--- src/rtl/rcn_testmon.sv ---
// rcn_testmon: ring-bus test monitor. Sits on the 67-bit ring, answers
// requests in a 32-word window at ADDR_BASE with per-channel progress, fail,
// pass and status registers, and forwards every other word one cycle later.
// Optional per-channel watchdog: define RCN_TESTMON_WATCHDOG_EN.
module rcn_testmon #(
   parameter logic [21:0]          ADDR_BASE = 22'h3FFFE0,
   parameter int unsigned          NUM_CH    = 4,
   parameter int unsigned          TIMEOUT_W = 24,
   parameter logic [TIMEOUT_W-1:0] TIMEOUT   = 24'd1000000
) (
   input  logic                   clk,
   input  logic                   rst,
   input  logic [66:0]            rcn_in,
   output logic [66:0]            rcn_out,
   output logic [32*NUM_CH-1:0]   test_progress,
   output logic [32*NUM_CH-1:0]   test_fail,
   output logic [32*NUM_CH-1:0]   test_pass,
   output logic [NUM_CH-1:0]      test_timeout
);

   // Reject parameter values the register map and watchdog cannot represent.
   if (NUM_CH < 1 || NUM_CH > 8) begin : g_bad_num_ch
      $error("rcn_testmon: NUM_CH must be 1..8");
   end
   if (TIMEOUT_W < 1 || TIMEOUT == '0) begin : g_bad_timeout
      $error("rcn_testmon: TIMEOUT_W and TIMEOUT must be non-zero");
   end

   // Ring word fields: {valid, pending, wr, id[5:0], mask[3:0], addr[21:0], data[31:0]}
   logic        req_valid;
   logic        req_pend;
   logic        req_wr;
   logic [3:0]  req_mask;
   logic [21:0] req_addr;
   logic [31:0] req_data;
   logic [2:0]  req_ch;
   logic [1:0]  req_reg;
   logic        req_hit;

   assign req_valid = rcn_in[66];
   assign req_pend  = rcn_in[65];
   assign req_wr    = rcn_in[64];
   assign req_mask  = rcn_in[57:54];
   assign req_addr  = rcn_in[53:32];
   assign req_data  = rcn_in[31:0];
   assign req_ch    = req_addr[4:2];
   assign req_reg   = req_addr[1:0];
   assign req_hit   = req_valid && req_pend && (req_addr[21:5] == ADDR_BASE[21:5]);

   logic [NUM_CH-1:0] ch_sel;
   logic [NUM_CH-1:0] ch_done;
   logic [NUM_CH-1:0] tmo_flag;
   logic [31:0]       rd_data;

   logic [66:0] rcn_out_q, rcn_out_d;
   logic [31:0] prog_q [NUM_CH];
   logic [31:0] prog_d [NUM_CH];
   logic [31:0] fail_q [NUM_CH];
   logic [31:0] fail_d [NUM_CH];
   logic [31:0] pass_q [NUM_CH];
   logic [31:0] pass_d [NUM_CH];

   function automatic logic [31:0] lane_merge(input logic [31:0] old_v,
                                              input logic [31:0] new_v,
                                              input logic [3:0]  m);
      logic [31:0] r;
      r = old_v;
      for (int unsigned k = 0; k < 4; k++) begin
         if (m[k]) r[8*k +: 8] = new_v[8*k +: 8];
      end
      return r;
   endfunction

   // Channel select for the current request and per-channel done flags
   always_comb begin
      ch_sel  = '0;
      ch_done = '0;
      for (int unsigned i = 0; i < NUM_CH; i++) begin
         ch_sel[i]  = req_hit && (req_ch == 3'(i));
         ch_done[i] = (fail_q[i] != '0) || (pass_q[i] != '0);
      end
   end

   // Read mux; a channel number beyond NUM_CH selects nothing and reads zero
   always_comb begin
      rd_data = '0;
      for (int unsigned i = 0; i < NUM_CH; i++) begin
         if (ch_sel[i]) begin
            case (req_reg)
               2'd0:    rd_data = prog_q[i];
               2'd1:    rd_data = fail_q[i];
               2'd2:    rd_data = pass_q[i];
               default: rd_data = {30'd0, tmo_flag[i], ch_done[i]};
            endcase
         end
      end
   end

   // Turn a matching request into its response; forward everything else
   always_comb begin
      rcn_out_d = rcn_in;
      if (req_hit) rcn_out_d = {1'b1, 1'b0, rcn_in[64:32], req_wr ? req_data : rd_data};
   end

   // Byte-lane register writes
   always_comb begin
      for (int unsigned i = 0; i < NUM_CH; i++) begin
         prog_d[i] = prog_q[i];
         fail_d[i] = fail_q[i];
         pass_d[i] = pass_q[i];
         if (req_wr && ch_sel[i]) begin
            case (req_reg)
               2'd0:    prog_d[i] = lane_merge(prog_q[i], req_data, req_mask);
               2'd1:    fail_d[i] = lane_merge(fail_q[i], req_data, req_mask);
               2'd2:    pass_d[i] = lane_merge(pass_q[i], req_data, req_mask);
               default: ;
            endcase
         end
      end
   end

   // Ring output and test registers; reset also drops any request in flight
   always_ff @(posedge clk) begin
      if (rst) begin
         rcn_out_q <= '0;
         for (int unsigned i = 0; i < NUM_CH; i++) begin
            prog_q[i] <= '0;
            fail_q[i] <= '0;
            pass_q[i] <= '0;
         end
      end else begin
         rcn_out_q <= rcn_out_d;
         for (int unsigned i = 0; i < NUM_CH; i++) begin
            prog_q[i] <= prog_d[i];
            fail_q[i] <= fail_d[i];
            pass_q[i] <= pass_d[i];
         end
      end
   end

`ifdef RCN_TESTMON_WATCHDOG_EN
   localparam logic [TIMEOUT_W-1:0] LIMIT = TIMEOUT - TIMEOUT_W'(1);

   logic [TIMEOUT_W-1:0] cnt_q [NUM_CH];
   logic [TIMEOUT_W-1:0] cnt_d [NUM_CH];
   logic [NUM_CH-1:0]    tmo_q, tmo_d;

   // Watchdog: status clear wins, then a progress write, then normal counting;
   // on reaching the limit the flag sets and the counter holds
   always_comb begin
      tmo_d = tmo_q;
      for (int unsigned i = 0; i < NUM_CH; i++) begin
         cnt_d[i] = cnt_q[i];
         if (req_wr && ch_sel[i] && (req_reg == 2'd3) && req_mask[0] && req_data[1]) begin
            tmo_d[i] = 1'b0;
            cnt_d[i] = '0;
         end else if (req_wr && ch_sel[i] && (req_reg == 2'd0)) begin
            cnt_d[i] = '0;
         end else if (!ch_done[i] && !tmo_q[i]) begin
            if (cnt_q[i] == LIMIT) tmo_d[i] = 1'b1;
            else                   cnt_d[i] = cnt_q[i] + TIMEOUT_W'(1);
         end
      end
   end

   // Watchdog state
   always_ff @(posedge clk) begin
      if (rst) begin
         tmo_q <= '0;
         for (int unsigned i = 0; i < NUM_CH; i++) cnt_q[i] <= '0;
      end else begin
         tmo_q <= tmo_d;
         for (int unsigned i = 0; i < NUM_CH; i++) cnt_q[i] <= cnt_d[i];
      end
   end

   assign tmo_flag = tmo_q;
`else
   assign tmo_flag = '0;
`endif

   // Flatten per-channel registers onto the output buses
   always_comb begin
      test_progress = '0;
      test_fail     = '0;
      test_pass     = '0;
      for (int unsigned i = 0; i < NUM_CH; i++) begin
         test_progress[32*i +: 32] = prog_q[i];
         test_fail[32*i +: 32]     = fail_q[i];
         test_pass[32*i +: 32]     = pass_q[i];
      end
   end

   assign rcn_out      = rcn_out_q;
   assign test_timeout = tmo_flag;

endmodule

--- config.mk ---
export PLATFORM = sky130hd
export DESIGN_NAME = rcn_testmon
export DESIGN_NICKNAME = d
export VERILOG_FILES = /design/src/rtl/rcn_testmon.sv
export SDC_FILE = /design/constraint.sdc
export NUM_CORES = 1
export LEC_CHECK = 0
export ABC_CLOCK_PERIOD_IN_PS = 2600
export CORE_ASPECT_RATIO = 2
export CORE_MARGIN = 3
export CORE_UTILIZATION = 45
export CTS_CLUSTER_SIZE = 14
export DETAILED_ROUTE_END_ITERATION = 12
export PLACE_DENSITY_LB_ADDON = 0.15
export RECOVER_POWER = 25
export SYNTH_ARGS = -nofsm -noshare
export SYNTH_HDL_FRONTEND = slang
export SYNTH_SLANG_ARGS = --single-unit
--- constraint.sdc ---
create_clock -name clk -period 2.6 [get_ports clk]
set_input_delay 0.26 -clock clk [delete_from_list [all_inputs] [get_ports clk]]
set_output_delay 0.26 -clock clk [all_outputs]
set_load 0.05 [all_outputs]
After elaboration in Yosys (flattened, before gate mapping):

Memory sizes are Yosys's and may differ from the RTL's.
Cells that the tools add are included.

* flip-flop bits (word level): 67
* RAM bits: 384
* input bits: 69
* output and inout port bits: 455
* logic and storage cells: 145
* memories kept: 3

* equal/unequal tests: 6
* multiplexer cells: 97
* bitwise operators: 12
* reductions and logical operators: 25

Memories
* fail_q: depth 4, bits a word 32, read ports 4, clocked after memory_dff 0, write ports 4, RTL line 58 `logic [31:0] fail_q [NUM_CH];`
* pass_q: depth 4, bits a word 32, read ports 4, clocked after memory_dff 0, write ports 4, RTL line 60 `logic [31:0] pass_q [NUM_CH];`
* prog_q: depth 4, bits a word 32, read ports 4, clocked after memory_dff 0, write ports 4, RTL line 56 `logic [31:0] prog_q [NUM_CH];`

Operator list (number)
* $mux W32: 41
* $mux W8: 48
* $pmux W32 S3: 4
* $reduce_bool A32 Y1: 8
* $mux W67: 1
* $eq A17 B17 Y1 const B: 1
* $or A1 B1 Y1: 12
* $logic_and A1 B1 Y1: 10
* $eq A3 B2 Y1 const B: 2
* $logic_or A1 B1 Y1: 4
* $eq A3 B1 Y1 const B: 1
* $logic_not A3 Y1: 1
* $mux W1: 3
* $eq A2 B1 Y1 const B: 1
* $eq A2 B2 Y1 const B: 1
* $logic_not A2 Y1: 1
* $reduce_or A2 Y1: 1

Logic depth before layout (Yosys ltp):

An unclocked memory read counts as a cell.

* word-level depth: 10
* depth in mapped cells: 10
* gate-level depth less buffers: 6

Worst setup path before layout:

OpenSTA, ideal clock, no wires.

* kind: in2reg
* from: in rcn_in[45]
* to: mem fail_q[0][21]
* setup time: 132 ps
* data arrival time: 1975 ps
* required time: 2468 ps
* slack: 493 ps
* stages on the path: 9
* buffers on the path: 3
* cells stage by stage: nand4_1 -> or2_1 -> buf_6 -> or4_4 -> buf_6 -> or3_1 -> buf_2 -> nand2_1 -> a21oi_1

RTL lines
* start, declared: RTL line 13 `input logic [66:0] rcn_in,`
* end, declared: RTL line 58

==> metrics.yaml <==
route:
  firstDrtPassIters: 6
  vias_per_cell: 6.12
  drtIter0Drc: 2404
  vias: 22400
  wl_per_cell_um: 27.2
  drcViolationCount: 0
  routed_wl_mm: 99.8
  final_antenna_net_count: 0
power_and_ir_drop:
  clock_power_share: 0.431
  power_switching_share: 0.257
  finalPower_w: 0.0145
  power_density_nw_per_um2: 519
  irDropWorstVdd_v: 0.000493
  pwr-share-comb: 0.088
  netSwitchingPower_w: 0.00372
  seqPwrFrac: 0.482
  internal-power_w: 0.0108
  p_leak_nw: 10.2
floorplanning:
  dieArea_um2: 46900
  std_cell_rows: 108
  io_pins: 524
  initial_core_util: 0.457
  die_h_um: 303
  die_x_um: 155
  core_area_um2: 43500
synth:
  synth_top_cell_by_area: "dfxtp_1"
  synth_ff_type: "dfxtp_1"
  synth_edf_count: 0
  async_reset_ff_frac: 0
  ys_seq_area_frac: 0.454
  ys_seq_elements: 451
  synth_top_cell_area_share: 0.454
  ys_warn_count: 0
  synth_top_cells_by_area: "dfxtp_1 (45%), nand2_1 (16%), a21oi_1 (12%)"
  syn_inst: 2544
  syn_area_um2: 19900
  avgSynthCellArea_um2: 7.82
  synth.distinct_cells: 47
min_path:
  min_from: "rcn_in[61]"
  hold_path.class: "primary input to flip-flop"
timing:
  period_share: 0.983
  slew_headroom: -0.435
  fmax_mhz: 391
  min_period_ns: 2.56
  clock_skew_ns: 0.0144
  hold_violations: 0
  timing.hold.ws_ns: 0.250
  setup_viol: 0
  rsz0062_at_grt: "no"
  maxSlewViolCount: 84
  worst_pin_slew_ns: 2.15
clock_tree:
  clk_path_buf_depth: 3
  cts-buffers-inserted: 42
  cts_setup_buffers: 0
  path_clk_slew_ns: 0.06
  htreeDepth: 2
  cts_root_buffer: "clkbuf_16"
  cts_tree: "built"
  clock_sinks: 451
  insertion_delay_ns: 0.57
cells_and_area:
  design_area_um2: 27900
  layout-drive-gt1-share: 0.118
  diodes: 0
  layout.nets: 3159
  syn2layout_area_growth_pct: 40.2
placement:
  globalplace.congestion: 1.00
  placed_cell_area_um2: 26600
  io_buffers: 519
  dp_hpwl_mm: 74.5
global_route:
  antenna_found_initial: 1
  grt_pass1_vias: 21900
  grt_max_degree: 86
  grt-ovfl-total: 0
  grt_pass1_wl_mm: 143
  grt_usage: 0.403
outcome:
  status: "finished, violations left"
  violations: "max-capacitance violations, max-slew violations"
critical_path:
  cp_data_arrival_time_ns: 2.96
  required_ns: 3.00
  worstSetupEndpointType: "flip-flop"
  start_kind: "primary input"
  crit_type: "primary input to flip-flop"
  cp-startpoint: "rst"
  crit-reg2reg-launch: "pass_q[1][26]$_SDFFE_PP0P_"
  crit_fanout: 85
flow_run:
  cap_violations: 1
## per-layer routing
| metal | global-route usage | vias up | wire length, µm |
|---|---|---|---|
| met5 | 0 | - | 16 |
| met2 | 0.680 | 1617 | 47300 |
| li1 | - | 9846 | - |
| met3 | 0.0848 | 455 | 9940 |
| met1 | 0.433 | 10500 | 32700 |
| met4 | 0.325 | 2 | 9800 |
## stage by stage
stage	utilization	setup slack, ns	setup TNS, ns	cells
2_1_floorplan	-	0.493	0	2547
3_3_place_gp	0.612	-0.290	-62.65	3596
3_5_place_dp	0.612	-0.294	-65.66	3596
4_1_cts	0.642	0.118	0	3664
5_1_grt	0.641	0.0250	0	3664
6_report	0.641	0.0431	0	3664
## layout make-up
type	count	area, µm²
Sequential cell	451	9030
Inverter	2	7.51
Fill cell	3830	15600
Clock inverter	10	82.6
Multi-Input combinational cell	1896	10100
Clock buffer	58	1240
Tap cell	550	688
Timing Repair Buffer	697	6790
## power by group through the flow
stage	Clock (W)	Combinational [W]	Sequential, W
4_1_cts	0.00623	0.00126	0.00698
6_report	0.00623	0.00127	0.00698
3_5_place_dp	0	0.00125	0.00714
2_1_floorplan	0	0.000484	0.00733
5_1_grt	0.00647	0.00129	0.00698
3_3_place_gp	0	0.00125	0.00713
## logic make-up (layout without fill, tap and decap cells)
group	Yosys count	after routing	share of synthesized area
AOI/OAI and AO/OA	641	641	0.178
buffers and inverters	200	767	0.0441
other	1	4	0.000188
DFF	451	451	0.454
and+or+nand+nor	1124	1124	0.255
muxes	127	127	0.0692
## critical path: stages
cell      delay, ns
clkbuf_2       1.45
clkbuf_4       0.98
a21oi_1        0.11
## registers in the layout (all words and copies together) (netlist names)
signal   count
fail_q     128
pass_q     128
rcn_out     67
prog_q     128
## cells in the mapped netlist, types with 2 or more instances
cell	n
a21oi_1	480
a211oi_1	2
dfxtp_1	451
a22oi_1	27
or3b_2	6
and4_1	4
nand2b_1	2
nor2_1	31
inv_1	2
nor3_1	8
nand2_1	844
nor2_4	10
o21ai_0	54
nand4b_1	4
mux2_2	85
nand3_1	33
o21a_1	3
a221o_1	3
o22ai_1	5
nor3_4	12
buf_2	56
nand4_1	12
buf_4	7
mux2i_1	42
and2_1	2
or3b_1	18
nor4_1	68
clkbuf_1	121
a2111oi_0	3
buf_1	11
buf_6	2
and3_1	14
o211ai_1	11
or3_1	14
nor2b_1	35
a221oi_1	51
## layout by cell type, fill, tap and decap left out, types with 4 or more instances in the layout
| master | instances |
|---|---|
| nor2b_1 | 34 |
| mux2i_1 | 42 |
| buf_4 | 153 |
| or3b_2 | 6 |
| conb_1 | 4 |
| buf_12 | 22 |
| o211ai_1 | 11 |
| or3b_1 | 18 |
| o21ai_0 | 54 |
| a221oi_1 | 51 |
| nor3_1 | 8 |
| clkdlybuf4s50_1 | 331 |
| nor2_4 | 10 |
| nand4b_1 | 4 |
| nand2_1 | 844 |
| and4_1 | 4 |
| clkbuf_1 | 7 |
| nor4_1 | 64 |
| dlygate4sd3_1 | 184 |
| and3_1 | 14 |
| clkinv_2 | 7 |
| clkbuf_8 | 7 |
| o22ai_1 | 5 |
| nor4_2 | 4 |
| dfxtp_1 | 451 |
| a21oi_1 | 480 |
| mux2_2 | 85 |
| nand3_1 | 33 |
| nor2_1 | 31 |
| clkbuf_16 | 45 |
| nor3_4 | 12 |
| or3_1 | 14 |
| nand4_1 | 12 |
| a22oi_1 | 27 |
## path summary, 6_finish.rpt
kind                           endpoint  slack, ns  depth (start not counted)
max reg2reg       rcn_out[0]$_SDFF_PP0_       0.20                          8
min reg2reg   prog_q[3][4]$_SDFFE_PP0P_       0.46                          2
max          fail_q[1][18]$_SDFFE_PP0P_       0.04                          3
min              rcn_out[61]$_SDFF_PP0_       0.25                          2
## repair_timing
item | CTS | global route
endpoints found under the setup margin | 0 | 1
hold buffers | 0 | 0
endpoints found under the hold margin | 0 | 0
gates resized for setup | 0 | 1
(Power assumes the default switching activity.)
